<file path="src/rtl/mult_pkg.sv">
// Shared definitions for the shift-and-add multiplier: FSM state encoding and
// the iteration-counter width helper.
package mult_pkg;

    typedef enum logic [1:0] {
        ST_IDLE = 2'd0,
        ST_CALC = 2'd1,
        ST_DONE = 2'd2
    } state_e;

    // Counter must hold the values 0..N.
    function automatic int cnt_w(input int n);
        return $clog2(n + 1);
    endfunction

endpackage

</file>
<file path="src/rtl/nbit_adder.sv">
// Unsigned N-bit ripple-carry adder; the carry-out lands in S[N].
module nbit_adder #(
    parameter int N = 4
) (
    input  logic [N-1:0] A,
    input  logic [N-1:0] B,
    output logic [N:0]   S
);

    always_comb begin : ripple
        logic carry;
        carry = 1'b0;
        S     = '0;
        for (int i = 0; i < N; i++) begin
            S[i]  = A[i] ^ B[i] ^ carry;
            carry = (A[i] & B[i]) | (carry & (A[i] ^ B[i]));
        end
        S[N] = carry;
    end

endmodule

</file>
<file path="src/rtl/seq_mult_shift_add.sv">
// Sequential N x N -> 2N unsigned shift-and-add multiplier with start/busy/done handshake.
// Optional build macro MULT_ZERO_SKIP_EN: zero operands complete in one cycle with P=0.
module seq_mult_shift_add
    import mult_pkg::*;
#(
    parameter int N = 4
) (
    input  logic           clk,
    input  logic           rst_n,
    input  logic           start,
    input  logic [N-1:0]   A,
    input  logic [N-1:0]   B,
    output logic [2*N-1:0] P,
    output logic           busy,
    output logic           done
);

    localparam int               CNT_W    = cnt_w(N);
    localparam logic [CNT_W-1:0] CNT_LAST = CNT_W'(N - 1);

    state_e           state_q, state_d;
    logic [N-1:0]     mcand_q, mcand_d;
    logic [N-1:0]     hi_q, hi_d;
    logic [N-1:0]     lo_q, lo_d;
    logic [CNT_W-1:0] cnt_q, cnt_d;
    logic [2*N-1:0]   p_q, p_d;

    logic [N-1:0]     addend;
    logic [N:0]       sum;

    assign addend = lo_q[0] ? mcand_q : '0;

    nbit_adder #(.N(N)) u_adder (
        .A (hi_q),
        .B (addend),
        .S (sum)
    );

    always_comb begin
        // NOTE: every _d gets its hold value first, so no path through the case leaves one unassigned (no latch).
        state_d = state_q;
        mcand_d = mcand_q;
        hi_d    = hi_q;
        lo_d    = lo_q;
        cnt_d   = cnt_q;
        p_d     = p_q;

        unique case (state_q)
            ST_IDLE, ST_DONE: begin
                if (start) begin
                    mcand_d = A;
                    lo_d    = B;
                    hi_d    = '0;
                    cnt_d   = '0;
                    state_d = ST_CALC;
`ifdef MULT_ZERO_SKIP_EN
                    if (A == '0 || B == '0) begin
                        state_d = ST_DONE;
                        p_d     = '0;
                    end
`endif
                end else if (state_q == ST_DONE) begin
                    state_d = ST_IDLE;
                end
            end
            ST_CALC: begin
                // Carry (sum[N]) shifts into hi, sum[0] into the top of lo.
                hi_d  = sum[N:1];
                lo_d  = {sum[0], lo_q[N-1:1]};
                cnt_d = cnt_q + CNT_W'(1);
                if (cnt_q == CNT_LAST) begin
                    state_d = ST_DONE;
                    p_d     = {sum[N:1], sum[0], lo_q[N-1:1]};
                end
            end
            default: state_d = ST_IDLE;
        endcase
    end

    // NOTE: sequential state uses non-blocking assignments so all flops update from pre-edge values.
    always_ff @(posedge clk or negedge rst_n) begin
        if (!rst_n) begin
            state_q <= ST_IDLE;
            mcand_q <= '0;
            hi_q    <= '0;
            lo_q    <= '0;
            cnt_q   <= '0;
            p_q     <= '0;
        end else begin
            state_q <= state_d;
            mcand_q <= mcand_d;
            hi_q    <= hi_d;
            lo_q    <= lo_d;
            cnt_q   <= cnt_d;
            p_q     <= p_d;
        end
    end

    assign P    = p_q;
    assign busy = (state_q == ST_CALC);
    assign done = (state_q == ST_DONE);

endmodule

</file>
<file path="config.mk">
export PLATFORM = sky130hd
export DESIGN_NAME = seq_mult_shift_add
export DESIGN_NICKNAME = d
export VERILOG_FILES = /design/src/rtl/mult_pkg.sv /design/src/rtl/nbit_adder.sv /design/src/rtl/seq_mult_shift_add.sv
export SDC_FILE = /design/constraint.sdc
export NUM_CORES = 1
export LEC_CHECK = 0
export CORE_UTILIZATION = 54
export CTS_BUF_LIST = sky130_fd_sc_hd__clkbuf_2 sky130_fd_sc_hd__clkbuf_4 sky130_fd_sc_hd__clkbuf_8
export CTS_CLUSTER_SIZE = 10
export DETAILED_ROUTE_END_ITERATION = 10
export PLACE_DENSITY = 0.88
export SLEW_MARGIN = 20
export SYNTH_ARGS = -nofsm -noshare
export SYNTH_HDL_FRONTEND = slang
export SYNTH_SLANG_ARGS = --single-unit
</file>
<file path="constraint.sdc">
create_clock -name clk -period 2.73 [get_ports clk]
set_input_delay 0.546 -clock clk [delete_from_list [all_inputs] [get_ports clk]]
set_output_delay 0.546 -clock clk [all_outputs]
set_load 0.05 [all_outputs]
</file>
-- Yosys cells after proc, flatten, opt, wreduce, memory -nomap -nowiden
Cells that the tools add are included.
- bits in registers: 25
- bits in latches: 0
- memory bits (writable): 0
- ROM bits: 0
- bits of input ports: 11
- memories: 0
- add/subtract/negate cells: 1
- multiply operators: 0
- div/mod/pow operators: 0
- magnitude comparators: 0
- eq/ne operators: 6
- shift-type cells: 0
- multiplexer cells: 11
- bitwise logic cells: 17
- reductions and logical operators: 7
- operators with widths (cell ; count):
    $pmux 4 s2 ; 2
    $mux 4 ; 3
    $reduce_and 2->1 ; 4
    $and 1x1->1 ; 7
    $xor 1x1->1 ; 7
    $mux 2 ; 3
    $pmux 3 s2 ; 1
    $pmux 2 s2 ; 1
    $add 3x1->3 const B ; 1
    $eq 3x2->1 const B ; 1
    $mux 3 ; 1
    $ne 3x3->1 const B ; 1
    $or 1x1->1 ; 3
    $eq 2x1->1 const B ; 1
    $eq 2x2->1 const B ; 1
    $logic_not 2->1 ; 1
    $ne 2x1->1 const B ; 1
    $ne 2x2->1 const B ; 1
    $reduce_bool 2->1 ; 1
    $reduce_or 2->1 ; 1

-- Logic depth before layout (Yosys ltp)
Gate-level depths: netlist of the first run.
- depth after elaboration: 9
- depth in mapped cells: 8
- depth with buffers taken out: 8

-- By module
Synthesis of the first run repeated with hierarchy kept, for this count alone.
- cells, all modules: 108
- area total of the unflattened synthesis: 1262.5 µm²
- modules (own cells, without submodules) (module ; times used ; cells each ; area each (µm²)):
    seq_mult_shift_add ; 1 ; 93 ; 1144.8
    nbit_adder ; 1 ; 15 ; 117.6

-- Worst setup path before layout of the first run
Ideal clock, no wire load.
- path type: register -> register
- start: register lo_q[0]
- end: register hi_q[2]
- setup time: 0.121 ns
- arrival time: 2.188 ns
- required time: 2.609 ns
- setup slack: 0.422 ns
- stages on the path, launching flop included: 9
- path buffers: 0
- period minus slack after synthesis: 2.308 ns
- cells stage by stage: dfrtp_1 and2_1 ha_1 inv_1 fa_1 fa_1 fa_1 o21ai_0 a22o_1
- cells in the longest elaborated chain, start to end: 8
- elaborated cells on any way between the ends: 13
- classes of those cells: mux (2); bitwise (11)
- ends and longest elaborated chain (what ; RTL line ; RTL):
    start, declared ; seq_mult_shift_add.sv:24 ; logic [N-1:0] lo_q, lo_d;
    start signal, assigned ; seq_mult_shift_add.sv:93 ; lo_q <= lo_d;
    $mux 4 (*) ; seq_mult_shift_add.sv:31 ; assign addend = lo_q[0] ? mcand_q : '0;
    $and 1x1->1 / $xor 1x1->1 (equally long branches) ; nbit_adder.sv:16 ; carry = (A[i] & B[i]) | (carry & (A[i] ^ B[i]));
    $and 1x1->1 ; nbit_adder.sv:16 ;
    $or 1x1->1 ; nbit_adder.sv:16 ;
    $and 1x1->1 ; nbit_adder.sv:16 ;
    $or 1x1->1 ; nbit_adder.sv:16 ;
    $xor 1x1->1 (*) ; nbit_adder.sv:15 ; S[i] = A[i] ^ B[i] ^ carry;
    $pmux 4 s2 (*) ; seq_mult_shift_add.sv:48 ; unique case (state_q)
    end signal, assigned ; seq_mult_shift_add.sv:92 ; hi_q <= hi_d;
    end, declared ; seq_mult_shift_add.sv:23 ; logic [N-1:0] hi_q, hi_d;
Mark *: on every way between the ends. The rest lies on a longest branch, timed or not.
A chain may end at the register's enable or synchronous reset.

-- Final worst setup path of the first run
- start: register state_q[1]
- end: output busy
- cells in the longest elaborated chain, start to end: 1
- ends and longest elaborated chain (what ; RTL line ; RTL):
    start, declared ; seq_mult_shift_add.sv:21 ; state_e state_q, state_d;
    start signal, assigned ; seq_mult_shift_add.sv:90 ; state_q <= state_d;
    $eq 2x1->1 ; seq_mult_shift_add.sv:100 ; assign busy = (state_q == ST_CALC);
    end, declared ; seq_mult_shift_add.sv:14 ; output logic busy,
Every way passes these cells.

==> metrics.md, run 1 <==
| Metric | Value |
|---|---|
| Leak Pwr | `0.653 nW` |
| Wire length per cell | `approximately 13 um` |
| Hold WS | `0.489 ns` |
| Worst slew margin | `65.9%` |
| Max-cap violations | `0` |
| Clk_skew | `~0.0029 ns` |
| CTS clk-pin slew, worst paths | `0.13 ns` |
| Drt first-iter violations | `10` |
| Sequential fraction of design power | `37.4%` |
| DP Wirelength | `1520 um` |
| CTS tree | `built` |
| Critical Path RT | `roughly 2.2 ns` |
| Placement Rows | `16` |
| Sw Share | `43.1%` |
| RSZ-0062 raised after global routing | `false` |
| Vias per inst | `5.29` |
| DRC violation count after routing | `0` |
| Die Span Y | `49.1 um` |
| Clock Sinks | `25` |
| Global route overflow | `0` |
| CTS buffer count | `3` |
| Power share of the combinational group | `52.6%` |
| First-pass GRT wire length | `3710 um` |
| Crit path buf inv count | `2` |
| Postcts setup bufs | `0` |
| Number of global-route vias before repair | `approximately 850` |
| P_int | `0.974 mW` |
| Post-route minimum period | `2.48 ns` |
| Yosys reg bits | `25` |
| Vias post-DR | `836` |
| Worst VDD drop | `roughly 740 uV` |
| Die area | `2410 um^2` |
| Final WL | `approximately 2000 um` |
| Crit path kind | `reg -> out` |
| Area growth syn-to-layout | `20.9%` |
| Nets | `approximately 150` |
| DRT Pass-1 Iters | `4` |
| Mapped Nets | `126` |
| Worst Setup End Kind | `output pin` |
| Metal2 WL | `997 um` |
| Psw | `around 0.74 mW` |
| Post-cts gate resize count | `0` |
| Largest net degree at the start of global routing | `26` |
| Synth cell types | `25` |
| Worst-Skew Late Latency | `0.31 ns` |
| Fin crit share | `90.8%` |
| Final Power | `between 1.5 and 2 mW` |
| H-tree depth | `1` |
| Ant. Diodes | `0` |
| Gp weighted congestion | `~0.8` |
| Pwr dens | `1180 nW/um^2` |
| Die width | `49.1 um` |
| Highest routed layer | `met4` |
| Finished Cell Area | `1450 um^2` |
| Initial antenna violation count | `0` |
| Syn Area/Cell | `11.0 um^2` |
| CTS root buf | `clkbuf_4` |
| Clk pwr share | `roughly a tenth` |
| Placed Area | `1420 um^2` |
| Post-Syn Instances | `~110` |
| Worst-Margin Slew | `0.509 ns` |
| Status | `completed` |
| IO Port Bufs | `20` |
| Crit path largest cell delay | `0.82 ns` |
| Routed wl met3 | `~74 um` |
| Gr usage total | `20.4%` |
| Synthesized cell area | `1200 um^2` |
| Setup TNS | `0 ns` |
| Critical path's slowest cell | `clkdlybuf4s50_1` |
| Starting Density | `59.3%` |
| Critical Path Start Type | `flop` |
| Metal1 wirelength | `941 um` |
| Final-report hold violation count | `0` |
| Setup violators final | `0` |
| Fillcell total | `between 150 and 200` |
| Maximum root-to-sink buffer count | `2` |
| Worst-path fanout max | `5` |
| Hold_buf cts | `0` |
| Hold WC Path Type | `reg -> reg` |
| Post-synthesis sequential area ratio | `between 50 and 60%` |
| Syn. warnings | `0` |
| Fmax | `0.403 GHz` |
| WP data arrival | `about 1.9 ns` |
| Largest delay share family, worst path | `buffers and inverters` |
| Placeable Area | `just over 2000 um^2` |
| Fin. max-slew vios | `0` |
| Layout cells sized above 1 | `under 10%` |
| Num ports | `21` |
| Routed Antenna Nets | `0` |
| CP cell instances | `nand2b_1 -> inv_1 -> clkdlybuf4s50_1` |
-- path summary, 6_finish.rpt --
| check | startpoint | endpoint | slack, ns | depth (start not counted) |
|---|---|---|---|---|
| setup / recovery | state_q[1] | busy | 0.25 | 3 |
| hold / removal | P[5] | P[5] | 0.49 | 2 |
| setup reg to reg | lo_q[0] | hi_q[2] | 0.32 | 8 |
| hold reg to reg | P[5] | P[5] | 0.49 | 2 |
| max in group asynchronous | rst_n | state_q[1] | 1.91 | 2 |
| min in group asynchronous | rst_n | mcand_q[3] | 0.58 | 2 |
-- layout by cell type (no fill, tap or decap) --
| cell | instances |
|---|---|
| a211oi_1 | 3 |
| a21oi_1 | 3 |
| a22o_1 | 5 |
| and2_1 | 1 |
| and2b_1 | 1 |
| buf_4 | 3 |
| clkbuf_4 | 4 |
| clkdlybuf4s50_1 | 20 |
| dfrtp_1 | 25 |
| fa_1 | 3 |
| ha_1 | 3 |
| inv_1 | 7 |
| mux2_2 | 4 |
| mux2_4 | 1 |
| mux2i_1 | 3 |
| nand2_1 | 22 |
| nand2b_1 | 2 |
| nand3b_4 | 1 |
| nor2_1 | 3 |
| nor2b_1 | 4 |
| nor3_1 | 1 |
| o21ai_0 | 8 |
| o22ai_1 | 1 |
| o2bb2ai_1 | 2 |
| xnor2_1 | 1 |
-- routing by layer --
layer  vias to the layer above  GRT usage [%]
met5                         -              0
met4                         0           9.31
met3                         5           2.80
met2                        21           33.1
met1                       400           27.1
li1                        410              -
-- cell families after synthesis --
| family | share of synthesized area (%) |
|---|---|
| DFF | 52.1 |
| and+or+nand+nor | 14.2 |
| adders and majority gates | 8.13 |
| muxes | 7.51 |
| AOI/OAI and AO/OA | 12.1 |
| xor gates and xnor gates | 0.730 |
| buffers and inverters | 5.21 |
-- layout make-up --
type	instances	area, um^2	share of cell area [%]
Clock buffer	4	30.0	2.07
Inverter	7	26.3	1.81
Multi-Input combinational cell	72	512	35.3
Sequential cell	25	626	43.1
Tap cell	27	33.8	2.33
Timing Repair Buffer	23	223	15.4
-- metrics by stage --
step                      std cells  util, %  setup WS, ns
after global placement          154     70.2         0.383
after CTS                       158     71.7         0.246
final                           158     71.7         0.251
after floorplan                 109        -         0.422
after detailed placement        154     70.2         0.325
after global routing            158     71.7         0.138
-- registers in the layout, summed over array words and instances, names as in the netlist --
signal   flops
state_q      2
P            8
cnt_q        3
hi_q         4
mcand_q      4
lo_q         4
-- cells in the mapped netlist --
library cell	count	area, um^2
a211oi_1	3	22.5
a21oi_1	3	15.0
a22o_1	5	43.8
and2_1	1	6.26
and2b_1	1	7.51
buf_2	2	10.0
buf_4	2	15.0
buf_6	1	11.3
dfrtp_1	25	626
fa_1	3	60.1
ha_1	3	37.5
inv_1	7	26.3
mux2_2	4	45.0
mux2_4	1	15.0
mux2i_1	3	30.0
nand2_1	22	82.6
nand2b_1	2	12.5
nand3b_4	1	20.0
nor2_1	3	11.3
nor2b_1	4	25.0
nor3_1	1	5.00
o21ai_0	8	40.0
o22ai_1	1	6.26
o2bb2ai_1	2	17.5
xnor2_1	1	8.76
-- power by group through the flow --
stage / logic [mW] / clock network [mW] / registers (mW)
6_report: 0.900 / 0.172 / 0.640
2_1_floorplan: 0.508 / 0 / 0.791
5_1_grt: 0.989 / 0.195 / 0.663
4_1_cts: 0.910 / 0.178 / 0.641
3_3_place_gp: 0.879 / 0 / 0.639
3_5_place_dp: 0.906 / 0 / 0.649
-- worst register-to-register path: stages, from the launching register on --
cell and delay [ns]:
dfrtp_1 0.42, and2_1 0.15, ha_1 0.13, inv_1 0.04, fa_1 0.37, fa_1 0.39
fa_1 0.50, o21ai_0 0.09, a22o_1 0.23
No activity file was read; power rests on OpenSTA's default activity.
==> run 2: changes to the inputs <==
--- a/config.mk
+++ b/config.mk
@@ -5,11 +5,13 @@
 export SDC_FILE = /design/constraint.sdc
 export NUM_CORES = 1
 export LEC_CHECK = 0
+export ABC_AREA = 1
 export CORE_UTILIZATION = 54
 export CTS_BUF_LIST = sky130_fd_sc_hd__clkbuf_2 sky130_fd_sc_hd__clkbuf_4 sky130_fd_sc_hd__clkbuf_8
 export CTS_CLUSTER_SIZE = 10
 export DETAILED_ROUTE_END_ITERATION = 10
 export PLACE_DENSITY = 0.88
+export RECOVER_POWER = 25
 export SLEW_MARGIN = 20
 export SYNTH_ARGS = -nofsm -noshare
 export SYNTH_HDL_FRONTEND = slang
==> run 2 against run 1 <==
Against the previous run: fmax rose by 1.5%; global-route usage fell by 1.7 points; sequential power fell by 2%; worst setup slack improved by 0.036 ns; die area fell by 0.10%; first-iteration DRC count rose by 70%; synthesized cell count rose by 16%; power rose by 0.64%; utilization fell by 0.31 points; via count rose by 5.5%; critical path type unchanged; largest cell class unchanged.
==> metrics.md, run 2 <==
| Metric | Value |
|---|---|
| Fin. max-slew vios | `0` |
| Psw | `0.805 mW` |
| Global-route met3 utilization | `under 10%` |
| Largest cells by area after synthesis | `dfrtp_1 52%, nand2_1 12%, o21ai_2 5.8%, fa_1 5.0%, nand3_1 5.0%` |
| Ant. Diodes | `0` |
| Clk pwr share | `9.7%` |
| Fmax | `about 0.41 GHz` |
| Post-cts gate resize count | `0` |
| Top cell type's share of synthesized area | `52.2%` |
| Worst VDD drop | `784 uV` |
| Placeable Area | `2020 um^2` |
| Clk_skew | `0.0104 ns` |
| Worst Setup End Kind | `output pin` |
| Hold_buf cts | `0` |
| H-tree depth | `1` |
| Crit path kind | `reg -> out` |
| Critical Path Start Type | `flop` |
| Gr usage total | `18.7%` |
| Drt first-iter violations | `17` |
| Setup violators final | `0` |
| First-pass GRT wire length | `3490 um` |
| Layout cells sized above 1 | `roughly an eighth` |
| CTS root buf | `clkbuf_4` |
| Placement Rows | `16` |
| Worst-Margin Slew | `around 1.3 ns` |
| Mapped Nets | `143` |
| Fin crit share | `89.5%` |
| Power share of the combinational group | `53.8%` |
| P_int | `0.917 mW` |
| Starting Density | `roughly three fifths` |
| Num ports | `21` |
| EDFF count, synth | `0` |
| DRT Pass-1 Iters | `4` |
| CTS clk-pin slew, worst paths | `0.13 ns` |
| Placed insts | `172` |
| Critical Path RT | `2.18 ns` |
| Number of global-route vias before repair | `812` |
| Max reg flops | `8` |
| Top-count cell post-synth | `nand2_1` |
| Post-route minimum period | `2.44 ns` |
| Max-cap violations | `0` |
| Gp weighted congestion | `slightly above 0.8` |
| Maximum root-to-sink buffer count | `2` |
| DP Wirelength | `1500 um` |
| Vias post-DR | `882` |
| Routed Antenna Nets | `0` |
| Most frequent cells in the layout | `38 x nand2_1, 25 x dfrtp_1, 19 x clkdlybuf4s50_1` |
| Pwr dens | `1190 nW/um^2` |
| Largest net degree at the start of global routing | `26` |
| CTS tree | `built` |
| Post-synthesis sequential area ratio | `52.2%` |
| Post-synth ARST share | `100%` |
| Setup TNS | `0 ns` |
| Status | `completed` |
| Global routing usage on met1 | `25.9%` |
| Critical path's slowest cell | `clkdlybuf4s50_1` |
| Area growth syn-to-layout | `20.5%` |
| Leak Pwr | `0.714 nW` |
| M2 GR Usage | `a little over 30%` |
| Global route overflow | `0` |
| Syn Area/Cell | `roughly 9.5 um^2` |
| Die Span Y | `49.1 um` |
| Sequential fraction of design power | `between 30% and 40%` |
| Syn. warnings | `0` |
| Crit path buf inv count | `2` |
| Postcts setup bufs | `0` |
| Worst-Skew Late Latency | `0.30 ns` |
| Primary FF master, synth | `dfrtp_1` |
| FF-to-FF path depth | `9` |
| CP cell instances | `inv_2 -> nor2_8 -> clkdlybuf4s50_1` |
| DRC violation count after routing | `0` |
| Largest delay share family, worst path | `buffers and inverters` |
| Worst slew margin | `roughly 15%` |
| Sw Share | `between 40% and 50%` |
| Post-Syn Instances | `126` |
| Hold WS | `0.487 ns` |
| Yosys reg bits | `25` |
| WP data arrival | `1.90 ns` |
| Vias per inst | `5.01` |
| Reg2Reg Setup Slack | `roughly 0.40 ns` |
| Wire length per cell | `around 11 um` |
| RSZ-0062 raised after global routing | `false` |
| Finished Layout Cells | `176` |
| Hold WC Path Type | `reg -> reg` |
| Nets | `about 170` |
| Die width | `49.1 um` |
| Commonest cells post-synth | `38 x nand2_1, 25 x dfrtp_1, 16 x inv_1` |
| Worst Setup SP | `state_q[0]` |
| Reg area | `around 630 um^2` |
| CTS buffer count | `3` |
| Final-report hold violation count | `0` |
| Commonest non-fill, non-tap cell in the layout | `nand2_1` |
| Crit path largest cell delay | `0.83 ns` |
| Die area | `2410 um^2` |
| Synthesized cell area | `1200 um^2` |
| Global routing's busiest layer | `met2` |
| Worst path depth | `3` |
| Critical path endpoint | `busy` |
| Area leader, netlist | `dfrtp_1` |
| Final WL | `between 1500 and 2000 um` |
| Initial antenna violation count | `0` |
| Critical R2R Capture | `hi_q[2]` |
| Clock Sinks | `25` |
| Worst reg2reg startpoint | `lo_q[0]` |
| IO Port Bufs | `20` |
| Fillcell total | `153` |
| Area of the multi-input gates | `483 um^2` |
| Worst-path fanout max | `7` |
| Synth cell types | `17` |
==> run 2: power by group through the flow <==
stage               logic (mW)  registers [mW]  clock network [mW]
finish                   0.928           0.628               0.167
global placement         0.912           0.628                   0
global route              1.03           0.647               0.191
floorplan                0.566           0.776                   0
CTS                      0.945           0.629               0.172
detailed placement       0.940           0.638                   0
==> run 2: kinds of logic after synthesis <==
kind of cell	after synthesis	synth area share [%]
AND/OR/NAND/NOR	61	23.8
adder cells (fa/ha/maj)	6	8.14
AO/OA/AOI/OAI	14	8.35
flip-flops	25	52.2
buffers and inverters	20	7.52
==> run 2: worst min-delay path by stage <==
stage                from    endpoint  slack, ns  cells past startpoint
2_1_floorplan       rst_n        P[0]       0.25                      0
3_3_place_gp   mcand_q[0]  mcand_q[0]       0.46                      2
3_5_place_dp   mcand_q[3]  mcand_q[3]       0.46                      2
4_1_cts          cnt_q[0]    cnt_q[0]       0.49                      1
5_1_grt          cnt_q[0]    cnt_q[0]       0.52                      1
6_report         cnt_q[0]    cnt_q[0]       0.49                      1
==> run 2: cell type report <==
class,count,share of cell area (%)
clock buffers,4,2.08
inverters,18,4.68
multi-input cells,81,33.4
flip-flops and latches,25,43.3
well taps,27,2.34
repair buffers,21,14.1
==> run 2: routing by layer <==
layer,up-vias,share of wire (%)
li1,439,-
met1,419,45
met2,24,51
met3,0,3.3
met4,0,0
met5,-,0
==> run 2: stage by stage <==
stage / cell area, um^2 / power, mW / worst slack, ns / utilization, %
CTS: 1450 / 1.75 / 0.280 / 71.6
global route: 1440 / 1.86 / 0.219 / 71.4
floorplan: 1200 / 1.34 / 0.528 / -
detailed placement: 1420 / 1.58 / 0.424 / 70.1
global placement: 1420 / 1.54 / 0.497 / 70.1
finish: 1440 / 1.72 / 0.288 / 71.4
